$ cat config.mk
export PLATFORM = sky130hd
export DESIGN_NAME = mp_add_seq
export DESIGN_NICKNAME = d
export VERILOG_FILES = /design/src/rtl/mp_add_seq_pkg.sv /design/src/rtl/mp_add_seq_byte_adder.sv /design/src/rtl/mp_add_seq.sv
export SDC_FILE = /design/constraint.sdc
export NUM_CORES = 1
export LEC_CHECK = 0
export ABC_CLOCK_PERIOD_IN_PS = 6380
export BUFFER_PORTS_ARGS = -buffer_cell sky130_fd_sc_hd__buf_2
export CAP_MARGIN = 20
export CORE_ASPECT_RATIO = 1.4
export CORE_MARGIN = 1.5
export CORE_UTILIZATION = 55
export CTS_CLUSTER_DIAMETER = 100
export DETAILED_ROUTE_END_ITERATION = 8
export PLACE_DENSITY = 0.8
export SETUP_SLACK_MARGIN = 0.02
export SLEW_MARGIN = 40
export SYNTH_ARGS = -nofsm -noshare
export SYNTH_HDL_FRONTEND = slang
export SYNTH_HIERARCHICAL = 1
export SYNTH_SLANG_ARGS = --single-unit
$ cat constraint.sdc
create_clock -name clk -period 6.38 [get_ports clk]
set_clock_uncertainty 0.05 [all_clocks]
set_input_delay 0.638 -clock clk [delete_from_list [all_inputs] [get_ports clk]]
set_output_delay 0.638 -clock clk [all_outputs]
set_load 0.01 [all_outputs]
$ cat src/rtl/mp_add_seq_pkg.sv
// Shared definitions for the multi-precision byte-serial adder/subtractor.
package mp_add_seq_pkg;

    // Sequencer states: wait for a request, one byte pass per cycle, result pulse.
    typedef enum logic [1:0] {
        ST_IDLE = 2'd0,
        ST_RUN  = 2'd1,
        ST_DONE = 2'd2
    } state_e;

    // Width of the byte index for a given byte count. It is at least one bit,
    // so the index register never collapses to zero width.
    function automatic int idx_width(input int nbytes);
        return (nbytes > 1) ? $clog2(nbytes) : 1;
    endfunction

endpackage

$ cat src/rtl/mp_add_seq_byte_adder.sv
// Plain 8-bit ripple-carry adder. This is the shared arithmetic unit that the
// sequencer feeds one operand byte per cycle.
module byte_adder (
    input  logic [7:0] a,
    input  logic [7:0] b,
    input  logic       ci,
    output logic [7:0] s,
    output logic       co
);

    logic [8:0] c;

    // Full-adder chain, bit 0 first.
    always_comb begin
        c    = '0;
        s    = '0;
        c[0] = ci;
        for (int i = 0; i < 8; i++) begin
            s[i]     = a[i] ^ b[i] ^ c[i];
            c[i + 1] = (a[i] & b[i]) | (a[i] & c[i]) | (b[i] & c[i]);
        end
        co = c[8];
    end

endmodule

$ cat src/rtl/mp_add_seq.sv
// Multi-precision adder/subtractor. One 8*NBYTES-bit add or subtract is done
// as NBYTES passes through one 8-bit adder, least significant byte first, with
// the carry held in a register between passes. Subtraction is a + ~b + 1, so
// the final carry-out is 1 when no borrow occurred (a >= b unsigned).
//
// Handshake: a request is taken on any rising edge where start=1 while the
// sequencer is not busy (IDLE or the DONE cycle). The result (sum, ovf) is
// valid in the cycle where done=1 and holds until the next request is taken.
// There is no back-pressure; start while busy is dropped, not queued.
module mp_add_seq
    import mp_add_seq_pkg::*;
#(
    parameter int NBYTES = 4
) (
    input  logic                clk,
    input  logic                rst,
    input  logic                start,
    input  logic                sub,
    input  logic [8*NBYTES-1:0] a,
    input  logic [8*NBYTES-1:0] b,
    output logic                busy,
    output logic                done,
    output logic [8*NBYTES:0]   sum,
    output logic                ovf,
    output state_e              state_dbg
);

    localparam int W  = 8 * NBYTES;
    localparam int IW = idx_width(NBYTES);

    state_e          state_q;
    logic [IW-1:0]   idx_q;
    logic            carry_q;
    logic            sub_q;
    logic [W-1:0]    a_q;
    logic [W-1:0]    b_q;
    logic [W:0]      sum_q;
    logic            busy_q;
    logic            done_q;
    logic            ovf_q;

    logic [7:0]      a_byte;
    logic [7:0]      b_byte;
    logic [7:0]      add_s;
    logic            add_co;
    logic            last_pass;
    logic            ovf_d;

    // Select the operand bytes for the current pass; B is inverted when subtracting.
    always_comb begin
        a_byte = '0;
        b_byte = '0;
        for (int i = 0; i < NBYTES; i++) begin
            if (idx_q == IW'(i)) begin
                a_byte = a_q[8*i +: 8];
                b_byte = b_q[8*i +: 8] ^ {8{sub_q}};
            end
        end
    end

    byte_adder u_byte_adder (
        .a  (a_byte),
        .b  (b_byte),
        .ci (carry_q),
        .s  (add_s),
        .co (add_co)
    );

    // Overflow: operands of equal sign (after the subtract inversion) producing
    // a result of the other sign. Only meaningful on the last pass.
    always_comb begin
        last_pass = (idx_q == IW'(NBYTES - 1));
        ovf_d     = (a_q[W-1] == (b_q[W-1] ^ sub_q)) && (add_s[7] != a_q[W-1]);
    end

    // Sequencer: request capture, byte passes, carry chaining and registered outputs.
    always_ff @(posedge clk or posedge rst) begin
        if (rst) begin
            state_q <= ST_IDLE;
            idx_q   <= '0;
            carry_q <= 1'b0;
            sub_q   <= 1'b0;
            a_q     <= '0;
            b_q     <= '0;
            sum_q   <= '0;
            busy_q  <= 1'b0;
            done_q  <= 1'b0;
            ovf_q   <= 1'b0;
        end else begin
            case (state_q)
                ST_IDLE, ST_DONE: begin
                    done_q <= 1'b0;
                    if (start) begin
                        a_q     <= a;
                        b_q     <= b;
                        sub_q   <= sub;
                        carry_q <= sub;
                        idx_q   <= '0;
                        sum_q   <= '0;
                        ovf_q   <= 1'b0;
                        busy_q  <= 1'b1;
                        state_q <= ST_RUN;
                    end else begin
                        state_q <= ST_IDLE;
                    end
                end
                ST_RUN: begin
                    for (int i = 0; i < NBYTES; i++) begin
                        if (idx_q == IW'(i)) begin
                            sum_q[8*i +: 8] <= add_s;
                        end
                    end
                    carry_q <= add_co;
                    idx_q   <= idx_q + 1'b1;
                    if (last_pass) begin
                        sum_q[W] <= add_co;
                        ovf_q    <= ovf_d;
                        busy_q   <= 1'b0;
                        done_q   <= 1'b1;
                        state_q  <= ST_DONE;
                    end
                end
                default: begin
                    busy_q  <= 1'b0;
                    done_q  <= 1'b0;
                    state_q <= ST_IDLE;
                end
            endcase
        end
    end

    assign busy      = busy_q;
    assign done      = done_q;
    assign sum       = sum_q;
    assign ovf       = ovf_q;
    assign state_dbg = state_q;

endmodule

==> impl_metrics.py <==
metrics = {
    "status": {
        "status": "completed",
    },
    "job": {
        "max_cap_viol_count": 0,
    },
    "synth": {
        "synth_compound_area_frac": 0.09380,
        "synth_mux_area_frac": 0.006123,
        "ys_ff_latch": 106,
        "synth-simple-area-share": 0.2202,
        "yosys_warnings": 6,
        "ys_types": 31,
        "yosys-top-cells-area": "dfrtp_1, nand2_1, xor2_1",
        "syn_area_mm2": 0.005109,
        "syn_area_per_cell_um2": 9.090,
        "syn_nets": 643,
        "synth_top_family_by_area": "simple AND/OR/NAND/NOR gates",
        "syn_inst": 562,
        "yosys.area.top_type": "dfrtp_1",
        "synth-xor-area-share": 0.05486,
        "synth_fa_ha_area_frac": 0.04360,
        "seq_area_frac_synth": 0.5192,
        "synth_top_area_frac": 0.5192,
    },
    "timing": {
        "final_hold_viol_count": 0,
        "rsz0062_at_grt": "false",
        "fin_crit_ns": 5.496,
        "hold_ws_ns": 0.3078,
        "fin_crit_sh": 0.8615,
        "slew-limit-headroom": 0.5105,
        "max_freq_mhz": 181.9,
        "setup_tns_ns": 0,
        "tightest_slew_ns": 0.7342,
        "finalSetupViolCount": 0,
        "final_max_slew_viol_count": 0,
    },
    "final_layout": {
        "final_common_cell": "nand2_1",
        "antenna_cells": 0,
        "final_nets": 726,
        "fill_cells": 773,
        "drive_gt1_frac": 0.1975,
        "area_delta_synth_final_pct": 14.72,
        "most-common-layout-cells": "nand2_1, dfrtp_1, buf_2",
    },
    "clock_tree": {
        "cts_hold_buffers": 0,
        "cts_max_level": 3,
        "clock_path_buffers": 2,
        "postCtsSetupBuffers": 0,
        "ctsResizeCount": 0,
        "cts_tree": "yes",
        "cts_root_buf": "clkbuf_16",
        "clk_pin_slew_ns": 0.07,
        "clock-sinks": 106,
        "cts_inserted_buffers": 9,
        "clock_latency_ns": 0.34,
    },
    "route": {
        "antenna_left": 0,
        "finalWirelength_um": 11570,
        "drt-wirelength-per-cell_um": 15.32,
        "first_pass_iters": 4,
        "avgViaCountPerCell": 5.261,
        "num_vias": 3972,
        "drt_iter0_drc": 222,
        "drc": 0,
    },
    "grt": {
        "grt_max_degree": 67,
        "antenna_found_initial": 0,
        "grt_pass1_wl_um": 19070,
        "first_global_vias": 3990,
        "grt.overflow.total": 0,
        "grt_usage": 0.2511,
    },
    "critical_path": {
        "path_class": "reg -> reg",
        "startpoint_type": "flip-flop",
        "cp_top_family": "adder cells",
        "cp_slowest_cell": "ha_1",
        "cp_num_buf_inv": 5,
        "worstPathMaxFanout": 20,
        "cp.required_ns": 6.59,
        "cp-end-kind": "flip-flop",
        "critical_path.cell_chain": "inv_1 -> ha_1 -> nor2b_1 -> a221oi_1 -> o31ai_1 -> inv_1 -> fa_1 -> inv_1 -> fa_1 -> fa_1 -> fa_1 -> fa_1 -> fa_1 -> fa_1 -> inv_1 -> fa_1 -> inv_1 -> nor2b_1 -> mux2i_1 -> o21ai_1",
        "cp.arrival_ns": 5.70,
        "cpMostUsedCell": "fa_1",
        "cp_slowest_stage_delay_ns": 0.60,
    },
    "floorplan": {
        "row_count": 41,
        "die_h_um": 117.0,
        "core_mm2": 0.009029,
        "dieWidth_um": 84.46,
        "start_util": 0.5658,
        "dieArea_mm2": 0.009884,
        "io_pins": 106,
    },
    "power": {
        "p_per_area_mw_per_mm2": 593.0,
        "p_leak_nw": 3.136,
        "peakVddDrop_uv": 400.2,
    },
    "placement": {
        "io_buffers": 105,
        "gp_congestion": 0.9852,
        "hpwlAfterDp_um": 8735,
    },
    "worst_hold_path": {
        "hp-class": "in -> async",
    },
}
## path summary, 6_finish.rpt
| check | from | endpoint | slack [ns] | cells after the start |
|---|---|---|---|---|
| worst min-delay path | rst | a_q[25]$_DFFE_PP0P_ | 0.31 | 2 |
| min in group clk | b[12] | b_q[12]$_DFFE_PP0P_ | 0.43 | 3 |
| max in group asynchronous | rst | a_q[7]$_DFFE_PP0P_ | 4.81 | 3 |
| worst max register to register | idx_q[1]$_DFFE_PP0P_ | ovf$_DFFE_PP0P_ | 0.88 | 20 |
| worst max-delay path | idx_q[1]$_DFFE_PP0P_ | ovf$_DFFE_PP0P_ | 0.88 | 20 |
| worst min register to register | a_q[29]$_DFFE_PP0P_ | a_q[29]$_DFFE_PP0P_ | 0.44 | 2 |
## kinds of logic after synthesis
group	after synthesis
AOI/OAI and AO/OA	74
xor gates and xnor gates	32
adders and majority gates	13
buffers and inverters	61
DFF	106
muxes	3
and+or+nand+nor	273
## registers in the layout (all words and copies together) (netlist names)
name and flops:
busy 1, idx_q 2, b_q 32, carry_q 1
a_q 32, sum 33, state_dbg 2, done 1
sub_q 1, ovf 1
## cells in the mapped netlist
cell type / instances
nand2_1: 205
dfrtp_1: 106
nand3_1: 35
o21ai_0: 35
xor2_1: 24
inv_1: 23
buf_2: 22
a221oi_1: 14
nor2_1: 13
nor2b_1: 12
a22oi_1: 8
fa_1: 8
o31ai_1: 8
xnor2_1: 8
clkbuf_1: 6
buf_4: 5
ha_1: 5
nand3b_1: 4
a21oi_1: 3
nand2b_1: 3
o21ai_1: 3
buf_6: 2
mux2i_1: 2
a211oi_1: 1
a221oi_2: 1
a22o_1: 1
and2b_1: 1
buf_1: 1
buf_12: 1
buf_8: 1
mux2_2: 1
## metal layers
metal	vias up	global-route usage	part of all wire
met5	-	0	0
li1	1973	-	-
met1	1883	0.2904	0.40
met4	0	0.09140	0.025
met2	93	0.4715	0.54
met3	23	0.04137	0.034
## per-stage QoR
stage | utilization | worst slack, ns | std cells | total power, mW | instance area [um2]
final | 0.6491 | 0.8839 | 755 | 3.475 | 5861
after global routing | 0.6491 | 0.5479 | 755 | 3.777 | 5861
after CTS | 0.6491 | 0.9402 | 755 | 3.499 | 5861
after detailed placement | 0.6188 | 0.9782 | 741 | 2.977 | 5587
after global placement | 0.6181 | 1.140 | 741 | 2.893 | 5580
after floorplan | - | 1.552 | 562 | 2.442 | 5109
## where the power goes
group / internal [mW] / total (mW) / switching [mW]
logic: 0.629 / 1.75 / 1.12
registers: 0.969 / 1.20 / 0.228
clock network: 0.298 / 0.524 / 0.227
## area by class of cell
cell class | count | area [um2] | share of cell area
tap | 107 | 133.9 | 0.02284
sequential | 106 | 2653 | 0.4526
inverter | 23 | 88.84 | 0.01516
clock buffer | 10 | 229.0 | 0.03907
multi-input combinational | 395 | 2148 | 0.3666
clock inverter | 4 | 45.04 | 0.007686
timing repair buffer | 110 | 563.0 | 0.09607
No activity file was read; power rests on OpenSTA's default activity.
